==> src/rtl/apb_pkg.sv <==
// Shared types and helpers for the APB register-file slave.
package apb_pkg;

    typedef enum logic [1:0] {
        ST_IDLE,
        ST_WAIT,
        ST_RESP
    } apb_slv_state_t;

    localparam int unsigned APB_WORD_BYTES = 4;

    // Expand one word's byte strobes into a per-bit write mask.
    function automatic logic [APB_WORD_BYTES*8-1:0] strb_mask(
        input logic [APB_WORD_BYTES-1:0] strb
    );
        logic [APB_WORD_BYTES*8-1:0] m;
        for (int unsigned b = 0; b < APB_WORD_BYTES; b++) begin
            m[b*8 +: 8] = {8{strb[b]}};
        end
        return m;
    endfunction

endpackage

==> src/rtl/apb_regfile_decode.sv <==
// Combinational address decode for the APB register file: range/alignment
// hit, register index, and error flag (miss or write to the read-only ID).
module apb_regfile_decode
    import apb_pkg::*;
#(
    parameter int unsigned           ADDR_WIDTH = 32,
    parameter int unsigned           NUM_REGS   = 8,
    parameter logic [ADDR_WIDTH-1:0] BASE_ADDR  = 32'h0000_A000
) (
    input  logic [ADDR_WIDTH-1:0]       paddr,
    input  logic                        pwrite,
    output logic                        hit,
    output logic [$clog2(NUM_REGS)-1:0] idx,
    output logic                        err
);

    localparam int unsigned           IDX_W = $clog2(NUM_REGS);
    localparam logic [ADDR_WIDTH-1:0] SPAN  = ADDR_WIDTH'(APB_WORD_BYTES * NUM_REGS);

    logic [ADDR_WIDTH-1:0] offset;

    // Offset is only meaningful when paddr >= BASE_ADDR, which hit also requires.
    always_comb begin
        offset = paddr - BASE_ADDR;
        hit    = (paddr >= BASE_ADDR) && (offset < SPAN) && (paddr[1:0] == 2'b00);
        idx    = offset[IDX_W+1:2];
        err    = !hit || (pwrite && (idx == '0));
    end

endmodule

==> src/rtl/apb_regfile_slave.sv <==
// APB slave with NUM_REGS software registers, programmable wait states,
// byte strobes, error response and a read-only ID register at offset 0.
module apb_regfile_slave
    import apb_pkg::*;
#(
    parameter int unsigned           DATA_WIDTH  = 32,
    parameter int unsigned           ADDR_WIDTH  = 32,
    parameter int unsigned           NUM_REGS    = 8,
    parameter logic [ADDR_WIDTH-1:0] BASE_ADDR   = 32'h0000_A000,
    parameter int unsigned           WAIT_CYCLES = 2,
    parameter logic [DATA_WIDTH-1:0] ID_VALUE    = 32'h5A5A_0001
) (
    input  logic                           pclk,
    input  logic                           preset,
    input  logic                           psel,
    input  logic                           penable,
    input  logic                           pwrite,
    input  logic [ADDR_WIDTH-1:0]          paddr,
    input  logic [DATA_WIDTH-1:0]          pwdata,
    input  logic [DATA_WIDTH/8-1:0]        pstrb,
    output logic [DATA_WIDTH-1:0]          prdata,
    output logic                           pready,
    output logic                           pslverr,
    output logic [NUM_REGS*DATA_WIDTH-1:0] regs_o,
    output logic [NUM_REGS-1:0]            wr_pulse_o
);

    localparam int unsigned IDX_W  = $clog2(NUM_REGS);
    localparam int unsigned STRB_W = DATA_WIDTH / 8;
    localparam int unsigned GROUPS = (STRB_W + APB_WORD_BYTES - 1) / APB_WORD_BYTES;
    localparam int unsigned PAD_W  = GROUPS * APB_WORD_BYTES;
    localparam logic [3:0]  WAIT_LOAD = (WAIT_CYCLES > 0) ? 4'(WAIT_CYCLES - 1) : 4'd0;

    apb_slv_state_t        state;
    logic [3:0]            cnt;
    logic                  access;
    logic                  enter_resp;
    logic                  commit;
    logic                  hit;
    logic [IDX_W-1:0]      idx;
    logic                  err;
    logic [PAD_W-1:0]      strb_pad;
    logic [PAD_W*8-1:0]    mask_pad;
    logic [DATA_WIDTH-1:0] wmask;
    logic [DATA_WIDTH-1:0] regs_q  [1:NUM_REGS-1];
    logic [DATA_WIDTH-1:0] rd_view [NUM_REGS];

    apb_regfile_decode #(
        .ADDR_WIDTH (ADDR_WIDTH),
        .NUM_REGS   (NUM_REGS),
        .BASE_ADDR  (BASE_ADDR)
    ) u_decode (
        .paddr  (paddr),
        .pwrite (pwrite),
        .hit    (hit),
        .idx    (idx),
        .err    (err)
    );

    // Strobes are expanded word by word so the package helper stays fixed-width.
    always_comb begin
        strb_pad = PAD_W'(pstrb);
        mask_pad = '0;
        for (int unsigned g = 0; g < GROUPS; g++) begin
            mask_pad[g*APB_WORD_BYTES*8 +: APB_WORD_BYTES*8] =
                strb_mask(strb_pad[g*APB_WORD_BYTES +: APB_WORD_BYTES]);
        end
        wmask = mask_pad[DATA_WIDTH-1:0];
    end

    // The response is produced on the edge that enters ST_RESP, so pready,
    // pslverr, prdata, the register update and wr_pulse_o all appear together.
    always_comb begin
        access     = psel && penable;
        enter_resp = access && (((state == ST_IDLE) && (WAIT_CYCLES == 0)) ||
                                ((state == ST_WAIT) && (cnt == 4'd0)));
        commit     = enter_resp && pwrite && !err;
    end

    // Register 0 is the constant ID; the rest come from storage.
    always_comb begin
        rd_view[0] = ID_VALUE;
        for (int unsigned i = 1; i < NUM_REGS; i++) begin
            rd_view[i] = regs_q[i];
        end
    end

    // Flatten register contents for downstream hardware.
    always_comb begin
        regs_o = '0;
        for (int unsigned i = 0; i < NUM_REGS; i++) begin
            regs_o[i*DATA_WIDTH +: DATA_WIDTH] = rd_view[i];
        end
    end

    // Access FSM with registered response outputs.
    always_ff @(posedge pclk or posedge preset) begin
        if (preset) begin
            state      <= ST_IDLE;
            cnt        <= '0;
            prdata     <= '0;
            pready     <= 1'b0;
            pslverr    <= 1'b0;
            wr_pulse_o <= '0;
        end else begin
            pready     <= 1'b0;
            pslverr    <= 1'b0;
            prdata     <= '0;
            wr_pulse_o <= '0;
            if (enter_resp) begin
                pready     <= 1'b1;
                pslverr    <= err;
                prdata     <= (!pwrite && hit && !err) ? rd_view[idx] : '0;
                wr_pulse_o <= commit ? (NUM_REGS'(1) << idx) : '0;
            end
            case (state)
                ST_IDLE: begin
                    if (access) begin
                        cnt   <= WAIT_LOAD;
                        state <= (WAIT_CYCLES > 0) ? ST_WAIT : ST_RESP;
                    end
                end
                ST_WAIT: begin
                    if (!access) begin
                        state <= ST_IDLE;
                    end else if (cnt == 4'd0) begin
                        state <= ST_RESP;
                    end else begin
                        cnt <= cnt - 4'd1;
                    end
                end
                ST_RESP: state <= ST_IDLE;
                default: state <= ST_IDLE;
            endcase
        end
    end

    // Byte-lane register update on a committed write.
    always_ff @(posedge pclk or posedge preset) begin
        if (preset) begin
            for (int unsigned i = 1; i < NUM_REGS; i++) begin
                regs_q[i] <= '0;
            end
        end else if (commit) begin
            for (int unsigned i = 1; i < NUM_REGS; i++) begin
                if (idx == IDX_W'(i)) begin
                    regs_q[i] <= (regs_q[i] & ~wmask) | (pwdata & wmask);
                end
            end
        end
    end

endmodule

==> config.mk <==
export PLATFORM = sky130hd
export DESIGN_NAME = apb_regfile_slave
export DESIGN_NICKNAME = d
export VERILOG_FILES = /design/src/rtl/apb_pkg.sv /design/src/rtl/apb_regfile_decode.sv /design/src/rtl/apb_regfile_slave.sv
export SDC_FILE = /design/constraint.sdc
export NUM_CORES = 1
export LEC_CHECK = 0
export CAP_MARGIN = 20
export CORE_MARGIN = 3
export CORE_UTILIZATION = 52
export CTS_CLUSTER_SIZE = 14
export DETAILED_ROUTE_END_ITERATION = 7
export PLACE_DENSITY_LB_ADDON = 0.2
export SLEW_MARGIN = 20
export SYNTH_ARGS = -nofsm -noshare
export SYNTH_HDL_FRONTEND = slang
export SYNTH_SLANG_ARGS = --single-unit
export TNS_END_PERCENT = 30
==> constraint.sdc <==
create_clock -name pclk -period 15.66 [get_ports pclk]
set_clock_uncertainty 0.05 [all_clocks]
set_input_delay 2.349 -clock pclk [delete_from_list [all_inputs] [get_ports pclk]]
set_output_delay 2.349 -clock pclk [all_outputs]
set_load 0.005 [all_outputs]
==> reports/qor_table.md <==
| Item | This run |
|:---|:---|
| Post-Synthesis Cells | 973 |
| Fraction of synthesized cell area taken by the top area cell type | 51.4% |
| Run status | finished, final reports clean |
| Type of the tightest min-delay check | reg2reg |
| Rel. slew slack | 28.9% |
| Number of flip-flops and latches in the synthesized netlist | 272 |
| Pre-antenna DRT Iters | 5 |
| Min cycle time layout | 5.64 ns |
| Total number of placement rows | 57 |
| Power density over cell area | 84.4 mW/mm2 |
| Max frequency | 177 MHz |
| Initial core utilization | 53.7% |
| Ranking of synthesized cells by area | sky130_fd_sc_hd__dfrtp_1, sky130_fd_sc_hd__mux2_2, sky130_fd_sc_hd__mux4_2 |
| Area growth from synthesis to layout | 34.1% |
| Period utilization | 36.0% |
| Dominant register cell in the synthesized netlist | sky130_fd_sc_hd__dfrtp_1 |
| Number of DRC markers in iteration 0 | 654 |
| Buffers from clock root to sink, at most | 3 |
| Logic pwr share | 7.1% |
| Buffers inserted by post-CTS timing repair | 0 |
| Antenna Nets Post-Route | 0 |
| Lkg Pwr | 8.17 nW |
| Hold buffer count at CTS | 0 |
| Average vias per placed instance | 6.02 |
| Worst Reg-to-Reg Cells | 9 |
| Final count of pins violating max slew | 0 |
| PortBufs | 338 |
| Cell class contributing the biggest share of worst-path delay | compound AO/OA/AOI/OAI gates |
| Largest fanout on the critical path | 14 |
| Critical path arrival | 6.01 ns |
| Clock tree from TritonCTS | yes |
| Final standard cell count with taps included and fillers excluded | 1640 |
| Total half-perimeter wirelength after legalization and detailed placement | 26300 um |
| Die Wd | 166 um |
| Post-Synthesis Cell Area | 0.0132 mm2 |
| Number of buffer and inverter stages on the critical path | 2 |
| Height of the die | 166 um |
| Part of the power in registers | 47.5% |
| Top-count cell post-synth | sky130_fd_sc_hd__dfrtp_1 |
| Net load switching power | 0.000351 W |
| Die area | 0.0274 mm2 |
| Worst Setup Start Kind | input pin |
| Largest net degree at the start of global routing | 133 |
| Proportion of synthesized flip-flops having asynchronous set or reset | 100% |
| Core region area | 0.0247 mm2 |
| Setup slack of the most critical reg-to-reg path | 12.32 ns |
| Average detailed-routed wire length per instance | 24.2 um |
| Longest individual stage delay on the worst path | 0.94 ns |
| Element type at the critical path end | register |
| Final count of negative-setup-slack endpoints | 0 |
| Critical path origin | paddr[13] |
| Vias in the first global route | 10200 |
| Pin slew with the least headroom to its limit | 1.06 ns |
| Mean area per synthesized cell | 13.6 um2 |
| Antenna violations before repair | 3 |
| Peak supply drop | 0.0000999 V |
| Internal power of the cells | 0.00115 W |
| Most area-hungry cell type in the Yosys netlist | sky130_fd_sc_hd__dfrtp_1 |
| Yosys warning count | 0 |
| CTS H-tree depth | 1 |
| Dpl cells | 1584 |
| Share of cells above drive strength 1 | 28.9% |
| CP Data Required Time | 16.03 ns |
| Worst slack at placement | 9.48 ns |
| Crit. path cell count | 9 |
| Remaining global-route overflow | 0 |
| Overall fraction of global-route tracks in use | 28.2% |
| Netlist cell types | 52 |
| Wire length of the first global-routing pass | 62000 um |
| Worst Path Class, Setup | in2reg |
| RSZ-0062 raised after global routing | no |
| Num CTS Buffers | 29 |
| Total negative slack for setup checks | 0 ns |
| Final worst slack | 10.02 ns |
| Switching part of the total | 23.4% |
| Gates resized, CTS repair | 0 |
| Global placement routability congestion | 0.852 |
| Sequential cell area fraction in the yosys report | 51.4% |
| Total Nets Final | 1367 |
| Number of max-cap violations | 0 |
| Worst-skew pair later-pin latency | 0.54 ns |
| DRC violations left | 0 |
| Crit Reg-Reg Startpoint | cnt[0] |
| Top Ports | 371 |
| Number of sinks handled by clock tree synthesis | 272 |
| Number of hold violations in the final report | 0 |
| Clock root buffer | sky130_fd_sc_hd__clkbuf_16 |
| Series of cell instances along the critical path | clkdlybuf4s50_1 -> inv_1 -> ha_1 -> nand2b_1 -> nand4b_1 -> a21o_1 -> a211oi_4 -> and4_1 -> mux2_2 |
| Clock network fraction of design power | 45.4% |
| Sum of routed wire length over all layers | 39700 um |
| Post-synth EDFFs | 0 |
| Most used standard cells in the synthesized netlist | sky130_fd_sc_hd__dfrtp_1, sky130_fd_sc_hd__mux2_2, sky130_fd_sc_hd__nor3_1, sky130_fd_sc_hd__clkbuf_1, sky130_fd_sc_hd__buf_4 |
| Critical-path cell with the highest stage delay | sky130_fd_sc_hd__a211oi_4 |
| Via count | 9875 |
| Clock transition at the register clock pins on the worst setup and hold paths after CTS | 0.06 ns |
[power by group through the flow]
stage | registers, W | logic, W | clock network (W)
CTS | 0.000712 | 0.000107 | 0.000689
finish | 0.000712 | 0.000107 | 0.000680
floorplan | 0.000724 | 0.0000664 | 0
detailed placement | 0.000725 | 0.000107 | 0
global placement | 0.000724 | 0.000105 | 0
global route | 0.000712 | 0.000117 | 0.000723
[per-stage QoR]
stage                     hold slack [ns]  utilization (%)  total power, W  cell area (um2)
after detailed placement            0.465             68.0        0.000832            16800
after floorplan                     0.427                -        0.000790            13400
final                               0.477             72.0         0.00150            17800
after CTS                           0.478             71.9         0.00151            17700
after global routing                0.487             72.0         0.00155            17800
after global placement              0.451             68.0        0.000829            16800
[worst min-delay path by stage]
stage	cells past startpoint	from	slack, ns	to
global route	1	register	0.49	register
detailed placement	1	register	0.46	register
CTS	1	register	0.48	register
finish	1	register	0.48	register
global placement	1	register	0.45	register
floorplan	1	cnt[0]	0.43	cnt[0]
[cell type report]
cell class                      count  area [um2]
Multi-Input combinational cell    629        6080
Fill cell                        1694        6920
Tap cell                          324         405
Antenna cell                        3        7.51
Clock inverter                     11         119
Inverter                           10        45.0
Timing Repair Buffer              350        3470
Sequential cell                   272        6810
Clock buffer                       41         831
[worst register-to-register path, delay by kind of cell, from the launching register on]
family                   cells  cell delay (ns)
adder cells (fa/ha/maj)      1             0.16
buffers and inverters        2             0.39
flip-flops                   1             0.41
multiplexers                 1             0.42
AND/OR/NAND/NOR              5             1.78
[routing by layer]
layer	global-route usage, %	share of wire, %	vias up
li1	-	-	4308
met1	37.6	41	5093
met2	46.3	48	421
met3	7.89	8.7	53
met4	6.55	1.9	0
met5	0	0	-
[kinds of logic (layout without fill, tap and decap cells)]
kind of cell | Yosys count | in the layout | synth area share, %
flip-flops | 272 | 272 | 51.4
other | 2 | 36 | 0.0567
AO/OA/AOI/OAI | 101 | 101 | 5.94
XOR/XNOR | 2 | 2 | 0.132
multiplexers | 291 | 291 | 27.4
AND/OR/NAND/NOR | 200 | 200 | 10.8
buffers and inverters | 103 | 412 | 4.12
adder cells (fa/ha/maj) | 2 | 2 | 0.189
[cells in the final DEF, fill, tap and decap left out, drive strengths merged, types with 2 or more instances in the layout]
master         count
o31ai              2
ha                 2
xor2               2
mux2i             11
nand2             14
a22o               2
buf               15
mux2             248
clkinv             7
nor2              22
nand2b             3
a21oi             22
o21ai             14
conb              33
o31a               2
nand3             27
and4               2
bufinv             2
clkdlybuf4s50    335
inv               11
nand4             43
nor4bb             2
o2111ai           24
dfrtp            272
nor4              14
diode              3
nand4b             3
clkbuf            41
a221o             24
a21o               2
or3                7
nor2b              8
nor3              52
mux4              32
Note: power is estimated with default switching activity, not from simulation.
